$ cat config.mk
export PLATFORM = sky130hd
export DESIGN_NAME = i2c_target_flat
export DESIGN_NICKNAME = d
export VERILOG_FILES = /design/src/rtl/i2c_target_if.sv /design/src/rtl/i2c_target.sv /design/src/flat_wrapper.sv
export SDC_FILE = /design/constraint.sdc
export NUM_CORES = 1
export LEC_CHECK = 0
export CORE_MARGIN = 8
export CORE_UTILIZATION = 54
export CTS_CLUSTER_DIAMETER = 200
export DETAILED_ROUTE_END_ITERATION = 10
export PLACE_DENSITY = 0.82
export SYNTH_ARGS = -nofsm -noshare
export SYNTH_HDL_FRONTEND = slang
export SYNTH_SLANG_ARGS = --single-unit
$ cat constraint.sdc
create_clock -name clk_i -period 2.8 [get_ports clk_i]
set_clock_uncertainty 0.2 [all_clocks]
set_input_delay 0.28 -clock clk_i [delete_from_list [all_inputs] [get_ports clk_i]]
set_output_delay 0.28 -clock clk_i [all_outputs]
set_load 0.05 [all_outputs]
$ cat src/rtl/i2c_target_if.sv
`default_nettype none
// +----------------------------------------------------------------------+
// | i2c_target_if                                                        |
// | Pad and host-register signals of the I2C target.                     |
// | Revision: 1.0                                                        |
// +----------------------------------------------------------------------+
interface i2c_target_if;
  logic       scl_i;
  logic       scl_o;
  logic       scl_t;
  logic       sda_i;
  logic       sda_o;
  logic       sda_t;
  logic       wr_val_o;
  logic [7:0] wr_addr_o;
  logic [7:0] wr_data_o;
  logic [7:0] rd_addr_o;
  logic [7:0] rd_data_i;
  logic       rd_stb_o;
  logic       busy_o;

  modport slave (
    input  scl_i, sda_i, rd_data_i,
    output scl_o, scl_t, sda_o, sda_t, wr_val_o, wr_addr_o, wr_data_o,
           rd_addr_o, rd_stb_o, busy_o
  );

  modport master (
    output scl_i, sda_i, rd_data_i,
    input  scl_o, scl_t, sda_o, sda_t, wr_val_o, wr_addr_o, wr_data_o,
           rd_addr_o, rd_stb_o, busy_o
  );
endinterface
`default_nettype wire

$ cat src/rtl/i2c_target.sv
`default_nettype none
// +----------------------------------------------------------------------+
// | i2c_target                                                           |
// | Oversampled I2C target with 8-bit register pointer and strobes.      |
// | Revision: 1.0                                                        |
// +----------------------------------------------------------------------+
module i2c_target #(
  parameter logic [6:0] DADDR = 7'h50,
  parameter int         SYNC  = 2
) (
  input  wire logic  clk_i,
  input  wire logic  rst_ni,
  input  wire logic  srst_i,
  i2c_target_if.slave bus
);

  typedef enum logic [3:0] {
    ST_IDLE   = 4'd0,
    ST_DADR   = 4'd1,
    ST_DACK   = 4'd2,
    ST_REGA   = 4'd3,
    ST_RACK   = 4'd4,
    ST_WDAT   = 4'd5,
    ST_WACK   = 4'd6,
    ST_RDAT   = 4'd7,
    ST_MACK   = 4'd8,
    ST_IGNORE = 4'd9
  } state_t;

  logic [SYNC-1:0] r_scl_sync, r_sda_sync;
  logic            r_scl_d, r_sda_d;
  state_t          r_state, w_state_n;
  logic [7:0]      r_shift, w_shift_n;
  logic [2:0]      r_cnt, w_cnt_n;
  logic [7:0]      r_ptr, w_ptr_n;
  logic            r_rw, w_rw_n;
  logic            r_acked, w_acked_n;
  logic            r_sda_t, w_sda_t_n;
  logic            r_wr_val, w_wr_val_n;
  logic [7:0]      r_wr_addr, w_wr_addr_n;
  logic [7:0]      r_wr_data, w_wr_data_n;
  logic            r_rd_stb, w_rd_stb_n;
  logic            r_busy, w_busy_n;

  logic       w_scl, w_sda, w_rise, w_fall, w_start, w_stop;
  logic [7:0] w_byte;

  assign w_scl   = r_scl_sync[SYNC-1];
  assign w_sda   = r_sda_sync[SYNC-1];
  assign w_rise  = w_scl & ~r_scl_d;
  assign w_fall  = ~w_scl & r_scl_d;
  assign w_start = w_scl & r_scl_d & r_sda_d & ~w_sda;
  assign w_stop  = w_scl & r_scl_d & ~r_sda_d & w_sda;
  assign w_byte  = {r_shift[6:0], w_sda};

  always_comb begin
    w_state_n   = r_state;
    w_shift_n   = r_shift;
    w_cnt_n     = r_cnt;
    w_ptr_n     = r_ptr;
    w_rw_n      = r_rw;
    w_acked_n   = r_acked;
    w_sda_t_n   = r_sda_t;
    w_wr_val_n  = 1'b0;
    w_wr_addr_n = r_wr_addr;
    w_wr_data_n = r_wr_data;
    w_rd_stb_n  = 1'b0;
    w_busy_n    = r_busy;
    if (w_stop) begin
      w_state_n = ST_IDLE;
      w_sda_t_n = 1'b0;
      w_busy_n  = 1'b0;
    end else if (w_start) begin
      w_state_n = ST_DADR;
      w_sda_t_n = 1'b0;
      w_cnt_n   = 3'd0;
      w_acked_n = 1'b0;
    end else begin
      case (r_state)
        ST_DADR, ST_REGA, ST_WDAT: begin
          if (w_rise) begin
            w_shift_n = w_byte;
            w_cnt_n   = r_cnt + 3'd1;
            if (r_cnt == 3'd7) begin
              if (r_state == ST_DADR) begin
                // General call is never acknowledged, even if DADDR is 0.
                if (w_byte[7:1] == DADDR && w_byte[7:1] != 7'd0) begin
                  w_state_n = ST_DACK;
                  w_rw_n    = w_byte[0];
                end else begin
                  w_state_n = ST_IGNORE;
                end
              end else if (r_state == ST_REGA) begin
                w_ptr_n   = w_byte;
                w_state_n = ST_RACK;
              end else begin
                w_wr_val_n  = 1'b1;
                w_wr_addr_n = r_ptr;
                w_wr_data_n = w_byte;
                w_ptr_n     = r_ptr + 8'd1;
                w_state_n   = ST_WACK;
              end
            end
          end
        end
        ST_DACK, ST_RACK, ST_WACK: begin
          // First fall asserts ACK, second fall ends it.
          if (w_fall) begin
            if (!r_sda_t) begin
              w_sda_t_n = 1'b1;
              if (r_state == ST_DACK) w_busy_n = 1'b1;
            end else if (r_state == ST_DACK && r_rw) begin
              w_shift_n  = {bus.rd_data_i[6:0], 1'b0};
              w_sda_t_n  = ~bus.rd_data_i[7];
              w_rd_stb_n = 1'b1;
              w_cnt_n    = 3'd1;
              w_state_n  = ST_RDAT;
            end else begin
              w_sda_t_n = 1'b0;
              w_cnt_n   = 3'd0;
              w_state_n = (r_state == ST_DACK) ? ST_REGA : ST_WDAT;
            end
          end
        end
        ST_RDAT: begin
          if (w_fall) begin
            if (r_cnt == 3'd0) begin
              w_sda_t_n = 1'b0;
              w_acked_n = 1'b0;
              w_state_n = ST_MACK;
            end else begin
              w_sda_t_n = ~r_shift[7];
              w_shift_n = {r_shift[6:0], 1'b0};
              w_cnt_n   = r_cnt + 3'd1;
            end
          end
        end
        ST_MACK: begin
          if (w_rise) begin
            if (!w_sda) begin
              w_ptr_n   = r_ptr + 8'd1;
              w_acked_n = 1'b1;
            end else begin
              w_state_n = ST_IGNORE;
            end
          end else if (w_fall && r_acked) begin
            w_shift_n  = {bus.rd_data_i[6:0], 1'b0};
            w_sda_t_n  = ~bus.rd_data_i[7];
            w_rd_stb_n = 1'b1;
            w_cnt_n    = 3'd1;
            w_acked_n  = 1'b0;
            w_state_n  = ST_RDAT;
          end
        end
        default: w_sda_t_n = 1'b0;
      endcase
    end
  end

  always_ff @(posedge clk_i or negedge rst_ni) begin
    if (!rst_ni) begin
      r_scl_sync <= '1;
      r_sda_sync <= '1;
      r_scl_d    <= 1'b1;
      r_sda_d    <= 1'b1;
      r_state    <= ST_IDLE;
      r_shift    <= 8'd0;
      r_cnt      <= 3'd0;
      r_ptr      <= 8'd0;
      r_rw       <= 1'b0;
      r_acked    <= 1'b0;
      r_sda_t    <= 1'b0;
      r_wr_val   <= 1'b0;
      r_wr_addr  <= 8'd0;
      r_wr_data  <= 8'd0;
      r_rd_stb   <= 1'b0;
      r_busy     <= 1'b0;
    end else if (srst_i) begin
      r_scl_sync <= '1;
      r_sda_sync <= '1;
      r_scl_d    <= 1'b1;
      r_sda_d    <= 1'b1;
      r_state    <= ST_IDLE;
      r_shift    <= 8'd0;
      r_cnt      <= 3'd0;
      r_ptr      <= 8'd0;
      r_rw       <= 1'b0;
      r_acked    <= 1'b0;
      r_sda_t    <= 1'b0;
      r_wr_val   <= 1'b0;
      r_wr_addr  <= 8'd0;
      r_wr_data  <= 8'd0;
      r_rd_stb   <= 1'b0;
      r_busy     <= 1'b0;
    end else begin
      r_scl_sync <= {r_scl_sync[SYNC-2:0], bus.scl_i};
      r_sda_sync <= {r_sda_sync[SYNC-2:0], bus.sda_i};
      r_scl_d    <= w_scl;
      r_sda_d    <= w_sda;
      r_state    <= w_state_n;
      r_shift    <= w_shift_n;
      r_cnt      <= w_cnt_n;
      r_ptr      <= w_ptr_n;
      r_rw       <= w_rw_n;
      r_acked    <= w_acked_n;
      r_sda_t    <= w_sda_t_n;
      r_wr_val   <= w_wr_val_n;
      r_wr_addr  <= w_wr_addr_n;
      r_wr_data  <= w_wr_data_n;
      r_rd_stb   <= w_rd_stb_n;
      r_busy     <= w_busy_n;
    end
  end

  assign bus.scl_o     = 1'b0;
  assign bus.scl_t     = 1'b0;
  assign bus.sda_o     = 1'b0;
  assign bus.sda_t     = r_sda_t;
  assign bus.wr_val_o  = r_wr_val;
  assign bus.wr_addr_o = r_wr_addr;
  assign bus.wr_data_o = r_wr_data;
  assign bus.rd_addr_o = r_ptr;
  assign bus.rd_stb_o  = r_rd_stb;
  assign bus.busy_o    = r_busy;

endmodule
`default_nettype wire

$ cat src/flat_wrapper.sv
// flat-port wrapper written by rule: the top's interface ports become plain ports
module i2c_target_flat 
#(
  parameter logic [6:0] DADDR = 7'h50,
  parameter int         SYNC  = 2
)
  (clk_i, rst_ni, srst_i, bus_scl_i, bus_sda_i, bus_rd_data_i, bus_scl_o, bus_scl_t, bus_sda_o, bus_sda_t, bus_wr_val_o, bus_wr_addr_o, bus_wr_data_o, bus_rd_addr_o, bus_rd_stb_o, bus_busy_o);
  i2c_target_if bus_i ();
  input  wire logic clk_i;
  input  wire logic rst_ni;
  input  wire logic srst_i;
  input wire logic [$bits(bus_i.scl_i)-1:0] bus_scl_i;
  input wire logic [$bits(bus_i.sda_i)-1:0] bus_sda_i;
  input wire logic [$bits(bus_i.rd_data_i)-1:0] bus_rd_data_i;
  output wire logic [$bits(bus_i.scl_o)-1:0] bus_scl_o;
  output wire logic [$bits(bus_i.scl_t)-1:0] bus_scl_t;
  output wire logic [$bits(bus_i.sda_o)-1:0] bus_sda_o;
  output wire logic [$bits(bus_i.sda_t)-1:0] bus_sda_t;
  output wire logic [$bits(bus_i.wr_val_o)-1:0] bus_wr_val_o;
  output wire logic [$bits(bus_i.wr_addr_o)-1:0] bus_wr_addr_o;
  output wire logic [$bits(bus_i.wr_data_o)-1:0] bus_wr_data_o;
  output wire logic [$bits(bus_i.rd_addr_o)-1:0] bus_rd_addr_o;
  output wire logic [$bits(bus_i.rd_stb_o)-1:0] bus_rd_stb_o;
  output wire logic [$bits(bus_i.busy_o)-1:0] bus_busy_o;
  assign bus_i.scl_i = bus_scl_i;
  assign bus_i.sda_i = bus_sda_i;
  assign bus_i.rd_data_i = bus_rd_data_i;
  assign bus_scl_o = bus_i.scl_o;
  assign bus_scl_t = bus_i.scl_t;
  assign bus_sda_o = bus_i.sda_o;
  assign bus_sda_t = bus_i.sda_t;
  assign bus_wr_val_o = bus_i.wr_val_o;
  assign bus_wr_addr_o = bus_i.wr_addr_o;
  assign bus_wr_data_o = bus_i.wr_data_o;
  assign bus_rd_addr_o = bus_i.rd_addr_o;
  assign bus_rd_stb_o = bus_i.rd_stb_o;
  assign bus_busy_o = bus_i.busy_o;
  i2c_target #(.DADDR(DADDR), .SYNC(SYNC)) u_core (.clk_i(clk_i), .rst_ni(rst_ni), .srst_i(srst_i), .bus(bus_i));
endmodule
======== Word level (Yosys, flattened, before mapping) ========
Index checks and enable logic that the tools add are counted.
storage, ports and cells
  register bits ........................... 51
  input port bits ......................... 13
  output and inout port bits .............. 31
  logic and storage cells ................. 233
operators by class
  add/sub/neg operators ................... 2
  equal/unequal tests ..................... 49
  mux-type cells .......................... 124
  bitwise logic cells ..................... 13
  reduce and logical (&&, ||, !) cells .... 29
operator list
  operator                                                                 number
  8-bit 2-to-1 mux                                                         36
  4-bit 2-to-1 mux                                                         15
  1-bit 2-to-1 mux                                                         52
  5-bit by 2-bit inequality test with 1-bit output, second input constant  8
  3-bit 2-to-1 mux                                                         11
  8-bit case mux with 4 select lines                                       1
  4-bit by 2-bit inequality test with 1-bit output, second input constant  7
  3-bit by 2-bit inequality test with 1-bit output, second input constant  8
  3-bit inequality test, second input constant                             6
  9-bit AND reduction                                                      2
  4-bit by 3-bit == test with 1-bit output, second input constant          4
  4-bit case mux with 4 select lines                                       1
  8-bit case mux with 2 select lines                                       1
  7-bit AND reduction                                                      2
  7-bit nonzero test                                                       2
  3-bit case mux with 4 select lines                                       1
  3-bit nonzero test                                                       4
  11-bit AND reduction                                                     1
  5-bit inequality test, second input constant                             2
  5-bit AND reduction                                                      2
  2-bit nonzero test                                                       5
  8-bit by 1-bit adder with 8-bit output, second input constant            1
  4-bit by 2-bit == test with 1-bit output, second input constant          2
  2-bit inequality test, second input constant                             4
  22 further kinds                                                         39

======== Depth between registers and ports, before layout ========
  depth in word-level cells ............... 10
  gate-level depth with buffers ........... 8
  depth with buffers taken out ............ 7

======== Worst setup path before layout ========
Ideal clock, no wire load.
  path type ............................... reg2reg
  start point ............................. register u_core.r_state[0]
  end point ............................... register u_core.r_state[3]
  library setup time ...................... 0.125 ns
  data arrival time ....................... 2.088 ns
  data required time ...................... 2.475 ns
  slack ................................... 0.387 ns
  cell stages (with the launch flop) ...... 7
  path buffers ............................ 1
  clock period less this slack ............ 2.413 ns
  path through ............................ dfrtp_1 -> or4b_1 -> buf_2 -> or3_4 -> a211oi_2 -> a221oi_2 -> mux2_4
between the ends
  word-level cells in the longest chain between the ends .. 8
  elaborated cells between the ends (all ways) .. 27
  classes of those cells .................. 16 x eq/ne; 7 x mux; 4 x reduce/logical
RTL lines
  element                                   RTL line                            text
  start, declared                           i2c_target.sv:32                    state_t r_state, w_state_n;
  start signal, assigned                    i2c_target.sv:200                   r_state <= w_state_n;
  4-bit by 1-bit == test with 1-bit output  i2c_target.sv:79, i2c_target.sv:85
  4-bit 2-to-1 mux                          i2c_target.sv:85                    if (r_state == ST_DADR) begin
  4-bit 2-to-1 mux                          i2c_target.sv:84                    if (r_cnt == 3'd7) begin
  4-bit 2-to-1 mux                          i2c_target.sv:81                    if (w_rise) begin
  4-bit case mux with 4 select lines        i2c_target.sv:79                    case (r_state)
  4-bit 2-to-1 mux                          i2c_target.sv:73                    end else if (w_start) begin
  4-bit 2-to-1 mux                          i2c_target.sv:69                    if (w_stop) begin
  4-bit 2-to-1 mux                          i2c_target.sv:178                   end else if (srst_i) begin
Several ways; a longest one is shown, not always the timed one. The select of a mux whose other input is x is not followed.
A chain may end at the register's enable or synchronous reset.

======== Worst setup path after layout ========
  start point ............................. register u_core.r_state[1]
  end point ............................... register u_core.r_state[3]
The elaborated chain is that of the path after synthesis.

==> impl_metrics.csv <==
group,metric,value,unit
sta,fmax,387,MHz
critical_path,timing.critical_path.fanout_max,18,
sta,finalSetupViolCount,0,
critical_path,r2r-end,"u_core.r_state[3]$_DFFE_PN0P_",
pwr,power.leakage,1.45,nW
worst_hold_path,min_delay_worst_endpoint,"u_core.bus.busy_o$_DFFE_PN0P_",
floorplan,dieWidth,89.7,um
synth,yosysTopAreaCellShare,38.4,%
synth,synth_flop_cell,"dfrtp_1",
synth,synth.lib_cells_used.distinct,61,
cts,worstSkewPairLatency,0.30,ns
critical_path,cp_data_required_time,2.79,ns
finish,antenna_cells,0,
cts,numCtsBuffers,5,
synth,top_cell_type_by_total_area_after_synthesis,"dfrtp_1",
grt,groute.usage.overall,19.1,%
detailed_routing,post-route-drc-count,0,
detailed_routing,drt-vias-per-instance,6.02,
place,dp_hpwl,5.50,mm
place,detailed_place.area,3440,um2
critical_path,slowest_stage_cell_cp,"a221oi_2",
floorplan,initial_core_util,54.6,%
finish,flow.area_growth_from_synthesis,20.5,%
detailed_routing,post_drt_wl_per_cell,17.9,um
critical_path,crit_path_cell_trace,"buf_4 -> nor2_1 -> a2111oi_0 -> a311o_1 -> a221oi_2 -> mux2_4",
synth,synth.top_cells.by_count,"dfrtp_1 (45), nor2_1 (31), mux2i_1 (26)",
detailed_routing,initial_drc_count,159,
grt,grt_util_met2,30.7,%
cts,root_buffer,"clkbuf_8",
detailed_routing,antenna_violating_nets_post_route,0,
critical_path,r2r.worst_path.cells,6,
synth,synth_sequential_area_ratio,43.7,%
grt,grt_start_max_net_pins,52,
cts,post_cts.resized_instances,0,
finish,fillers,454,
grt,first_global_vias,2586,
synth,syn-cell-area,2940,um2
sta,setup_tns,0,ns
grt,peak_usage_layer_in_the_global_routing_report,"met2",
pwr,max-vdd-ir-drop,0.312,mV
synth,share_of_flip_flops_with_an_asynchronous_set_or_reset,100,%
cts,deepest_clock_path_buffer_count,2,
sta,report.final.slew_viol_count,0,
synth,ffs_latches_synth,51,
place,routability_congestion_estimate_from_global_placement,0.947,
detailed_routing,detailedRoute.firstPassIterationCount,4,
synth,synthMostInstantiatedCell,"dfrtp_1",
grt,grt_util_met3,4.99,%
sta,rsz0062_at_grt,"no",
sta,maxSlewHeadroom,48.2,%
detailed_routing,routed_wirelength,7.64,mm
worst_hold_path,hp-start,"u_core.bus.busy_o$_DFFE_PN0P_",
worst_hold_path,min_delay_path_depth,2,
grt,grt_pass1_wl,12.9,mm
critical_path,critical_path_arrival,2.57,ns
floorplan,ioPinCount,44,
sta,final.min_clock_period,2.58,ns
grt,overflow,0,
critical_path,r2r_slack,0.22,ns
pwr,p_per_area,638,nW/um2
critical_path,worst_setup_path_start_kind,"flop",
cts,clock_sinks,51,
critical_path,category_of_the_critical_setup_timing_path,"flop to flop",
finish,finalNetCount,371,
critical_path,reg2reg_from,"u_core.r_state[1]$_DFFE_PN0P_",
sta,hold_viol,0,
cts,total_number_of_h_tree_levels,2,
floorplan,die_area,8050,um2
worst_hold_path,hold_path_class,"flop to flop",
critical_path,critical_path.endpoint_type,"flop",
cts,tritoncts_clock_tree,"yes",
finish,drive_gt1_share,11.8,%
sta,max_slew.worst_pin.slew,0.757,ns
synth,synth_area_leaders,"dfrtp_1 (38%), mux2i_1 (8.9%), dfstp_2 (5.4%)",
synth,warning_count_from_the_yosys_run,0,
sta,finalCritPeriodShare,92.2,%
synth,synth_edf_count,0,
run_status,outcome,"finished, final reports clean",
run,max_cap_viol_count,0,
grt,antenna_found_initial,0,
grt,met1_usage,23.3,%
place,number_of_input_and_output_port_buffers_inserted,40,
detailed_routing,num_vias,2571,
finish,finalInstanceArea,3540,um2
synth,syn_avg_cell_area,9.47,um2
floorplan,fp.dieH,89.7,um
cts,clk_pin_slew_worst_paths,0.09,ns
synth,netlist_instances,310,
critical_path,slowest_delay,0.45,ns
floorplan,placementRows,27,
floorplan,placeableCoreArea,5370,um2
==> report_power, final <==
part           total (mW)  switching [mW]  leakage [nW]  internal [mW]
combinational       0.950           0.566         0.718          0.384
sequential          0.895          0.0880         0.686          0.807
clock               0.414           0.239        0.0412          0.175
total                2.26           0.893          1.45           1.37
==> placed cells by master, fill, tap and decap left out, types with 6 or more instances in the layout <==
cell type	n
o2bb2ai_1	8
clkdlybuf4s50_1	39
dfstp_2	6
nand3_1	6
nor3_1	14
mux2i_1	26
a21oi_1	15
o21ai_0	11
or3_1	6
nand2_1	22
nor2_1	31
dfrtp_1	45
buf_4	16
inv_1	14
==> layout make-up <==
type / count / area (um2) / area share [%]
timing repair buffer: 57 / 526 / 14.9
clock inverter: 2 / 12.5 / 0.354
multi-input combinational: 225 / 1500 / 42.4
clock buffer: 6 / 72.6 / 2.05
sequential: 51 / 1280 / 36.3
inverter: 14 / 52.6 / 1.49
tap: 72 / 90.1 / 2.55
==> worst max-delay path: cells and delay by family, from the launching register on <==
family	cells	cell delay [ns]
AND/OR/NAND/NOR	1	0.30
buffers and inverters	1	0.20
flip-flops	1	0.40
multiplexers	1	0.34
AO/OA/AOI/OAI	3	1.03
==> cell families (layout without fill, tap and decap cells) <==
family / after synthesis / count (layout) / share of synthesized area (%)
AOI/OAI and AO/OA: 75 / 75 / 18.8
xor gates and xnor gates: 3 / 3 / 0.895
adders and majority gates: 4 / 4 / 1.71
buffers and inverters: 36 / 79 / 5.37
DFF: 51 / 51 / 43.7
muxes: 27 / 27 / 9.38
other: 1 / 3 / 0.128
and+or+nand+nor: 113 / 113 / 20.0
==> registers in the layout, indices dropped and copies added (netlist names), 2 cells and up <==
name / count
u_core.bus.rd_addr_o: 8
u_core.bus.wr_addr_o: 8
u_core.bus.wr_data_o: 8
u_core.r_shift: 8
u_core.r_state: 4
u_core.r_cnt: 3
u_core.r_scl_sync: 2
u_core.r_sda_sync: 2
==> how the worst max path moves through the flow <==
stage | start | endpoint | slack (ns) | cells after the start
2_1_floorplan | u_core.r_state[0]$_DFFE_PN0P_ | u_core.r_state[3]$_DFFE_PN0P_ | 0.39 | 6
3_3_place_gp | u_core.r_state[0]$_DFFE_PN0P_ | u_core.r_shift[3]$_DFFE_PN0P_ | 0.27 | 6
3_5_place_dp | u_core.r_state[2]$_DFFE_PN0P_ | u_core.r_shift[2]$_DFFE_PN0P_ | 0.29 | 6
4_1_cts | u_core.r_state[2]$_DFFE_PN0P_ | u_core.r_shift[1]$_DFFE_PN0P_ | 0.25 | 6
5_1_grt | u_core.r_scl_d$_DFF_PN1_ | u_core.r_state[3]$_DFFE_PN0P_ | 0.12 | 5
6_report | u_core.r_state[1]$_DFFE_PN0P_ | u_core.r_state[3]$_DFFE_PN0P_ | 0.22 | 6
==> metrics by stage <==
step           hold slack (ns)  instances  setup slack, ns  power, mW  utilization, %
2_1_floorplan           -0.216        312            0.387       1.57               -
3_3_place_gp             0.229        418            0.270       1.83            64.1
3_5_place_dp             0.230        418            0.287       1.83            64.1
4_1_cts                  0.314        427            0.249       2.26            65.9
5_1_grt                  0.339        427            0.122       2.39            65.9
6_report                 0.302        427            0.218       2.26            65.9
==> routing by layer <==
layer  routed length [um]  vias up
li1                     -     1215
met1                 3240     1236
met2                 3660      102
met3                  562       18
met4                  176        0
met5                    0        -
==> timing repair <==
action	CTS	global route
hold buffers	1	0
endpoints found under the hold margin	45	0
setup buffers	0	0
Power figures use the tool's default switching activity.
